## src/rtl/mem_arbiter_pkg.sv

```systemverilog
// Shared types and defaults for the I/D cache line-port arbiter.
// Line geometry defaults are also used by the cache instances.
package mem_arbiter_pkg;

  localparam int unsigned AddrWDefault = 28;
  localparam int unsigned LineWDefault = 128;

  typedef enum logic [1:0] {
    StIdle    = 2'd0,
    StBusy    = 2'd1,
    StRelease = 2'd2
  } arb_state_e;

  typedef enum logic [1:0] {
    OwnNone = 2'd0,
    OwnI    = 2'd1,
    OwnD    = 2'd2
  } owner_e;

  // The requester that is not `o`; NONE maps to I so round-robin starts from D after reset.
  function automatic owner_e other_owner(owner_e o);
    return (o == OwnD) ? OwnI : OwnD;
  endfunction

endpackage

```

## src/rtl/mem_arbiter_pick.sv

```systemverilog
// Combinational 2-way selector: fixed priority (D over I) or round-robin against
// the previous owner, chosen by RR_EN.
module arb_pick
  import mem_arbiter_pkg::*;
#(
  parameter int unsigned RR_EN = 1
) (
  input  logic       i_pend,
  input  logic       d_pend,
  input  logic [1:0] last_owner,
  output logic [1:0] grant
);

  owner_e last;
  owner_e pick;

  assign last = owner_e'(last_owner);

  always_comb begin
    pick = OwnNone;
    if (i_pend && d_pend) begin
      pick = (RR_EN != 0) ? other_owner(last) : OwnD;
    end else if (d_pend) begin
      pick = OwnD;
    end else if (i_pend) begin
      pick = OwnI;
    end
  end

  assign grant = pick;

endmodule

```

## src/rtl/mem_arbiter.sv

```systemverilog
// Serializes I_cache and D_cache line transactions onto one memory port.
// Optional performance counters are built when MEM_ARB_PERF_EN is defined.
module mem_arbiter
  import mem_arbiter_pkg::*;
#(
  parameter int unsigned ADDR_W = AddrWDefault,
  parameter int unsigned LINE_W = LineWDefault,
  parameter int unsigned RR_EN  = 1
) (
  input  logic              clk,
  input  logic              rst_n,

  input  logic              i_read,
  input  logic              i_write,
  input  logic [ADDR_W-1:0] i_addr,
  input  logic [LINE_W-1:0] i_wdata,
  output logic [LINE_W-1:0] i_rdata,
  output logic              i_ready,

  input  logic              d_read,
  input  logic              d_write,
  input  logic [ADDR_W-1:0] d_addr,
  input  logic [LINE_W-1:0] d_wdata,
  output logic [LINE_W-1:0] d_rdata,
  output logic              d_ready,

  output logic              mem_read,
  output logic              mem_write,
  output logic [ADDR_W-1:0] mem_addr,
  output logic [LINE_W-1:0] mem_wdata,
  input  logic [LINE_W-1:0] mem_rdata,
  input  logic              mem_ready
`ifdef MEM_ARB_PERF_EN
  ,
  output logic [31:0]       perf_i_cnt,
  output logic [31:0]       perf_d_cnt,
  output logic [31:0]       perf_wait_cnt
`endif
);

  arb_state_e        state_q, state_d;
  owner_e            owner_q, owner_d;
  owner_e            last_owner_q, last_owner_d;
  owner_e            grant;
  logic [1:0]        grant_raw;
  logic              mem_read_q, mem_read_d;
  logic              mem_write_q, mem_write_d;
  logic [ADDR_W-1:0] mem_addr_q, mem_addr_d;
  logic [LINE_W-1:0] mem_wdata_q, mem_wdata_d;
  logic              i_pend, d_pend;
  logic              xfer_done;

  assign i_pend = i_read | i_write;
  assign d_pend = d_read | d_write;

  arb_pick #(
    .RR_EN(RR_EN)
  ) u_pick (
    .i_pend    (i_pend),
    .d_pend    (d_pend),
    .last_owner(last_owner_q),
    .grant     (grant_raw)
  );

  assign grant = owner_e'(grant_raw);

  always_comb begin
    state_d      = state_q;
    owner_d      = owner_q;
    last_owner_d = last_owner_q;
    mem_read_d   = mem_read_q;
    mem_write_d  = mem_write_q;
    mem_addr_d   = mem_addr_q;
    mem_wdata_d  = mem_wdata_q;

    case (state_q)
      StIdle: begin
        if (grant == OwnD) begin
          mem_addr_d  = d_addr;
          mem_wdata_d = d_wdata;
          // Write wins when both strobes are up; the read returns as a fresh request later.
          mem_write_d = d_write;
          mem_read_d  = d_read & ~d_write;
          owner_d     = OwnD;
          state_d     = StBusy;
        end else if (grant == OwnI) begin
          mem_addr_d  = i_addr;
          mem_wdata_d = i_wdata;
          mem_write_d = i_write;
          mem_read_d  = i_read & ~i_write;
          owner_d     = OwnI;
          state_d     = StBusy;
        end
      end
      StBusy: begin
        if (mem_ready) begin
          mem_read_d   = 1'b0;
          mem_write_d  = 1'b0;
          last_owner_d = owner_q;
          state_d      = StRelease;
        end
      end
      StRelease: begin
        // Dead cycle lets the owner drop its request before re-arbitration.
        owner_d = OwnNone;
        state_d = StIdle;
      end
      default: begin
        owner_d     = OwnNone;
        mem_read_d  = 1'b0;
        mem_write_d = 1'b0;
        state_d     = StIdle;
      end
    endcase
  end

  always_ff @(posedge clk) begin
    if (!rst_n) begin
      state_q      <= StIdle;
      owner_q      <= OwnNone;
      last_owner_q <= OwnI;
      mem_read_q   <= 1'b0;
      mem_write_q  <= 1'b0;
      mem_addr_q   <= '0;
      mem_wdata_q  <= '0;
    end else begin
      state_q      <= state_d;
      owner_q      <= owner_d;
      last_owner_q <= last_owner_d;
      mem_read_q   <= mem_read_d;
      mem_write_q  <= mem_write_d;
      mem_addr_q   <= mem_addr_d;
      mem_wdata_q  <= mem_wdata_d;
    end
  end

  assign mem_read  = mem_read_q;
  assign mem_write = mem_write_q;
  assign mem_addr  = mem_addr_q;
  assign mem_wdata = mem_wdata_q;

  // Completion is only forwarded while a transaction is live and not being reset away.
  assign xfer_done = rst_n & (state_q == StBusy) & mem_ready;
  assign i_ready   = xfer_done & (owner_q == OwnI);
  assign d_ready   = xfer_done & (owner_q == OwnD);
  assign i_rdata   = mem_rdata;
  assign d_rdata   = mem_rdata;

`ifdef MEM_ARB_PERF_EN
  logic [31:0] perf_i_q, perf_d_q, perf_wait_q;
  logic        wait_hit;

  assign wait_hit = ((owner_q == OwnI) & d_pend) | ((owner_q == OwnD) & i_pend);

  always_ff @(posedge clk) begin
    if (!rst_n) begin
      perf_i_q    <= '0;
      perf_d_q    <= '0;
      perf_wait_q <= '0;
    end else begin
      if (state_q == StIdle && grant == OwnI) perf_i_q <= perf_i_q + 32'd1;
      if (state_q == StIdle && grant == OwnD) perf_d_q <= perf_d_q + 32'd1;
      if (wait_hit) perf_wait_q <= perf_wait_q + 32'd1;
    end
  end

  assign perf_i_cnt    = perf_i_q;
  assign perf_d_cnt    = perf_d_q;
  assign perf_wait_cnt = perf_wait_q;
`endif

endmodule

```

## config.mk

```make
export PLATFORM = sky130hd
export DESIGN_NAME = mem_arbiter
export DESIGN_NICKNAME = d
export VERILOG_FILES = /design/src/rtl/mem_arbiter_pkg.sv /design/src/rtl/mem_arbiter_pick.sv /design/src/rtl/mem_arbiter.sv
export SDC_FILE = /design/constraint.sdc
export NUM_CORES = 1
export LEC_CHECK = 0
export CAP_MARGIN = 20
export CORE_AREA = 2 2 338 340
export DETAILED_ROUTE_END_ITERATION = 10
export DIE_AREA = 0 0 340 342
export GPL_ROUTABILITY_DRIVEN = 0
export GPL_TIMING_DRIVEN = 0
export PLACE_DENSITY = 0.35
export SYNTH_ARGS = -nofsm -noshare
export SYNTH_HDL_FRONTEND = slang
export SYNTH_SLANG_ARGS = --single-unit
```

## constraint.sdc

```tcl
create_clock -name clk -period 2.15 [get_ports clk]
set_clock_uncertainty 0.2 [all_clocks]
set_input_delay 0.215 -clock clk [delete_from_list [all_inputs] [get_ports clk]]
set_output_delay 0.215 -clock clk [all_outputs]
set_load 0.01 [all_outputs]
```

### Word-level counts from Yosys, hierarchy flattened

Index checks and enable logic that the tools add are counted.

* bitwise gates (word level): 12
* multiplexer cells: 21
* equal/unequal tests: 9
* reductions and logical operators: 8

Operators with widths (count)
* $mux W128: 2
* $mux W28: 2
* $mux W2: 7
* $eq A2 B2 Y1 const B: 4
* $pmux W2 S2: 2
* $reduce_and A2 Y1: 4
* $and A1 B1 Y1: 6
* $eq A2 B1 Y1 const B: 3
* $mux W1: 6
* $pmux W1 S3: 2
* $not A1 Y1: 4
* $ne A3 B3 Y1 const B: 1
* $reduce_and A3 Y1: 1
* $logic_not A2 Y1: 1
* $ne A2 B2 Y1 const B: 1
* $or A1 B1 Y1: 2
* $reduce_bool A2 Y1: 1
* $logic_and A1 B1 Y1: 1

* register bits after elaboration: 164
* input port bits: 447

### Logic depth before layout (Yosys ltp)

* depth after elaboration: 8
* depth in mapped cells: 6
* mapped depth without buffers: 4

### By module

Synthesis repeated with hierarchy kept, for this count alone.

* cells, all modules: 998
* area total of the unflattened synthesis: 9499.1 sq um

Modules (own cells, without submodules)
* mem_arbiter: area an instance 9469.1 sq um, cells an instance 994, instances 1
* arb_pick: area an instance 30.0 sq um, cells an instance 4, instances 1

### Least setup slack after synthesis

Ideal clock, no wire load.

* kind: input to register
* start: input d_write
* end: register mem_wdata_q[100], in the netlist mem_wdata[100]
* stages: 6
* slack: 0.447 ns
* setup time: 0.125 ns
* buffers on the path: 2
* arrival: 1.377 ns
* cell sequence: or4_4 buf_4 buf_6 and2_0 mux2i_1 o2bb2ai_1

* longest elaborated chain between the ends: 6
* elaborated cells between the ends (all ways): 9
* those cells by class: 2 x eq/ne; 3 x mux; 1 x bitwise; 3 x reduce/logical

RTL lines
* start: declaration: RTL line mem_arbiter.sv:21 `input logic d_write,`
* $or A1 B1 Y1 *: RTL line mem_arbiter.sv:54 `assign d_pend = d_read | d_write;`
* $mux W2 / $logic_and A1 B1 Y1 (equally long branches): RTL line mem_arbiter_pick.sv:23, mem_arbiter_pick.sv:21
* $mux W2 *: RTL line mem_arbiter_pick.sv:21 `if (i_pend && d_pend) begin`
* $eq A2 B2 Y1 / $eq A2 B1 Y1 (equally long branches): RTL line mem_arbiter.sv:78, mem_arbiter.sv:86
* $reduce_bool A2 Y1 (no source line)
* $reduce_and A2 Y1 (no source line)
* end signal: assignment: RTL line mem_arbiter.sv:133 `mem_wdata_q <= mem_wdata_d;`
* end: declaration: RTL line mem_arbiter.sv:49 `logic [LINE_W-1:0] mem_wdata_q, mem_wdata_d;`

Every way passes the cells marked *; elsewhere a longest branch is shown, timed or not.
A chain may end at the register's enable or synchronous reset.

### Worst setup path after layout

* start: input d_write
* end: register mem_wdata_q[14], in the netlist mem_wdata[14]

Same word-level chain as after synthesis.

==> impl_metrics.csv <==
group,metric,value,unit
drt,drt-pass1-iter-count,4,
logic_synthesis,avgSynthCellArea,9.790,um2
critical_path,reg2reg_depth,7,
clocking,cts_root_buf,"clkbuf_16",
critical_path,max_stage_delay,0.61,ns
placed_design,dp_hpwl,61020,um
run,maxCapViolations,0,
clocking,cts_max_level,4,
logic_synthesis,seq_area_frac_synth,33.57,%
floorplan,die_h,342,um
drt,wl,70790,um
critical_path,r2r_end,"mem_wdata[2]$_SDFFE_PN0P_",
clocking,clkTransAtPathRegs,0.07,ns
drt,drt_iter0_drc,234,
drt,drcViolationCount,0,
min_path,min_to,"owner_q[1]$_SDFFE_PN0P_",
sta,max_slew_margin,60.90,%
global_routing,overflow,0,
logic_synthesis,synth_nets,1446,
critical_path,required,2.30,ns
floorplan,row_count,124,
power_and_ir_drop,power_frac_seq,33.7,%
logic_synthesis,yosysUniqueCellTypes,33,
floorplan,ios,863,
clocking,clock_sinks,164,
placed_design,place_area,19020,um2
min_path,min_from,"i_write",
drt,wl_met2,36710,um
critical_path,worstPathMaxFanout,10,
critical_path,start_kind,"primary input",
clocking,insertion_delay,0.48,ns
power_and_ir_drop,switchingPower,3.242,mW
drt,top_layer_used,"met5",
critical_path,cp.arrival,2.22,ns
placed_design,portBuffers,734,
floorplan,die_area,116300,um2
cells_and_area,finalInstanceArea,20460,um2
outcome,status,"complete, no violations",
global_routing,grt_pass1_vias,10730,
power_and_ir_drop,leakagePower,7.367,nW
drt,via_per_inst,3.065,
logic_synthesis,syn_area,9781,um2
global_routing,grt_pass1_wl,93350,um
clocking,ctsLongestPathBuffers,2,
logic_synthesis,ys_ff_latch,164,
critical_path,crit_chain,"dlygate4sd2_1 -> or4_4 -> buf_12 -> buf_8 -> and2_0 -> mux2i_4 -> o2bb2ai_1",
drt,met1Wirelength,26730,um
sta,finalSetupTns,0,ns
cells_and_area,fin_nets,2203,
min_path,hold_depth,4,
logic_synthesis,synth_edf_count,0,
critical_path,r2r_start,"last_owner_q[0]$_SDFFE_PN1P_",
sta,layout_setup_ws,0.08248,ns
sta,finalHoldViolCount,0,
power_and_ir_drop,clockPowerShare,30.9,%
sta,rsz0062_at_grt,"yes",
logic_synthesis,syn-instance-count,999,
sta,fmax,0.4837,GHz
cells_and_area,utilization,18.09,%
logic_synthesis,ys_async_sr_fraction,0,%
drt,wire_per_inst,21.55,um
critical_path,slowest_stage,"or4_4",
floorplan,design.core.area,113100,um2
power_and_ir_drop,intPower,7.182,mW
global_routing,grt_util_all_layers,11.76,%
logic_synthesis,yosys_most_used_dff,"dfxtp_1",
sta,period_share,96.16,%
power_and_ir_drop,powerDensity,509.5,nW/um2
logic_synthesis,synth-warning-count,0,
clocking,hold_buffers,0,
sta,tightest_slew,0.5865,ns
placed_design,place_ws,-1.927,ns
min_path,hold_class,"in -> reg",
critical_path,rrSetupSlack,0.09,ns
power_and_ir_drop,combPwrFrac,35.4,%
drt,ant_nets,0,
sta,min_period,2.068,ns
cells_and_area,area_growth,109.2,%
floorplan,die_x,340,um
drt,vias,10070,
global_routing,antenna_found_initial,20,
critical_path,crit_path_end_kind,"flop",
global_routing,grt_max_degree,17,
clocking,cts-buffers-inserted,17,
floorplan,initial_core_util,8.648,%
drt,wl_met3,6268,um
critical_path,worst-setup-path-type,"in -> reg",
power_and_ir_drop,p_sw_share,31.10,%
power_and_ir_drop,max-vdd-ir-drop,0.4312,mV
cells_and_area,drive_gt1_share,23.52,%
clocking,cts_tree,"done",
sta,final-max-slew-violation-count,0,
sta,setup_viol,0,
-- worst max-delay path, delay by kind of cell --
family / cells / cell delay [ns]
simple gates: 2 / 0.80
buf+inv: 3 / 0.71
mux: 1 / 0.36
compound gates: 1 / 0.10
-- layer usage --
layer,up-vias,GRT usage [%]
met5,-,0
met2,544,21.64
met4,14,2.378
met3,45,4.167
met1,4712,12.93
li1,4752,-
-- cells by family (layout without fill, tap and decap cells) --
logic type             count (synthesis)  in the layout  share of synthesized area [%]
AOI/OAI and AO/OA                    167            167                          14.74
DFF                                  164            164                          33.57
other                                  0              4                              0
muxes                                156            156                          15.97
and+or+nand+nor                      186            186                          11.87
buffers and inverters                326           1096                          23.86
-- cell usage after synthesis (2+ instances only) --
cell       number  area share [%]
o21ai_0         4            0.20
nor3b_1         2            0.15
buf_2          32             1.6
clkbuf_1       21            0.81
and2_1         27             1.7
and2_0        129             8.3
nand2b_1        4            0.26
dfxtp_1       164              34
nand2_1         3            0.12
mux2i_1       156              16
buf_6          14             1.6
buf_4         257              20
nand3_1         2            0.10
a21oi_1         2            0.10
o2bb2ai_1     156              14
nor2_1          9            0.35
-- through the flow --
step                      cells  hold WS (ns)  total power [mW]
after floorplan             999       0.08683             4.871
after global placement     3245        0.2448             7.112
after detailed placement   3245        0.2453             7.112
after CTS                  3281       0.09900             10.75
after global routing       3284        0.1299             10.99
final                      3285        0.1362             10.42
-- layout by cell type, fill, tap and decap left out, drive strengths merged, types with 2 or more instances in the layout --
master / Yosys / final
clkdlybuf4s50: 0 / 727
buf: 304 / 310
dfxtp: 164 / 164
o2bb2ai: 156 / 156
and2: 156 / 156
mux2i: 156 / 156
clkbuf: 21 / 38
inv: 1 / 10
nor2: 9 / 9
diode: 0 / 4
o21ai: 4 / 4
nand2b: 4 / 4
dlygate4sd2: 0 / 3
nand2: 3 / 3
clkinv: 0 / 3
nor3b: 2 / 2
nand3: 2 / 2
a21oi: 2 / 2
dlymetal6s2s: 0 / 2
-- worst max-delay path by stage --
stage / from / to / slack [ns]
floorplan: d_write / mem_wdata[100]$_SDFFE_PN0P_ / 0.45
global placement: i_read / mem_wdata[14]$_SDFFE_PN0P_ / -1.91
detailed placement: i_read / mem_wdata[14]$_SDFFE_PN0P_ / -1.93
CTS: i_read / mem_wdata[14]$_SDFFE_PN0P_ / 0.0006
global route: state_q[1]$_SDFFE_PN0P_ / mem_wdata[67]$_SDFFE_PN0P_ / 0.0001
finish: d_write / mem_wdata[14]$_SDFFE_PN0P_ / 0.08
-- cell type report --
| class | instances | area (um2) |
|---|---|---|
| diodes | 4 | 10.01 |
| well taps | 1512 | 1892 |
| clock buffers | 18 | 439.2 |
| multi-input cells | 509 | 4730 |
| fillers | 12540 | 92640 |
| clock inverters | 14 | 135.1 |
| inverters | 1 | 3.754 |
| flip-flops and latches | 164 | 3288 |
| repair buffers | 741 | 7473 |
| plain buffers | 322 | 2490 |
-- power by group through the flow --
stage	clock network, mW	registers [mW]	logic [mW]
final	3.22	3.51	3.69
after global routing	3.51	3.55	3.93
after CTS	3.45	3.52	3.79
after detailed placement	0	3.57	3.54
after global placement	0	3.58	3.54
after floorplan	0	3.67	1.20
-- repair_timing --
item | CTS | global route
setup endpoints to repair | 143 | 140
pin swaps | 6 | 1
cloned | 2 | 0
setup buffers | 5 | 0
gates resized for setup | 155 | 19
hold endpoints to repair | 0 | 0
-- state kept, by name (all words and copies together) (netlist names) --
| name | count |
|---|---|
| last_owner_q | 2 |
| mem_addr | 28 |
| mem_read | 1 |
| mem_wdata | 128 |
| mem_write | 1 |
| owner_q | 2 |
| state_q | 2 |
Power figures use the tool's default switching activity.
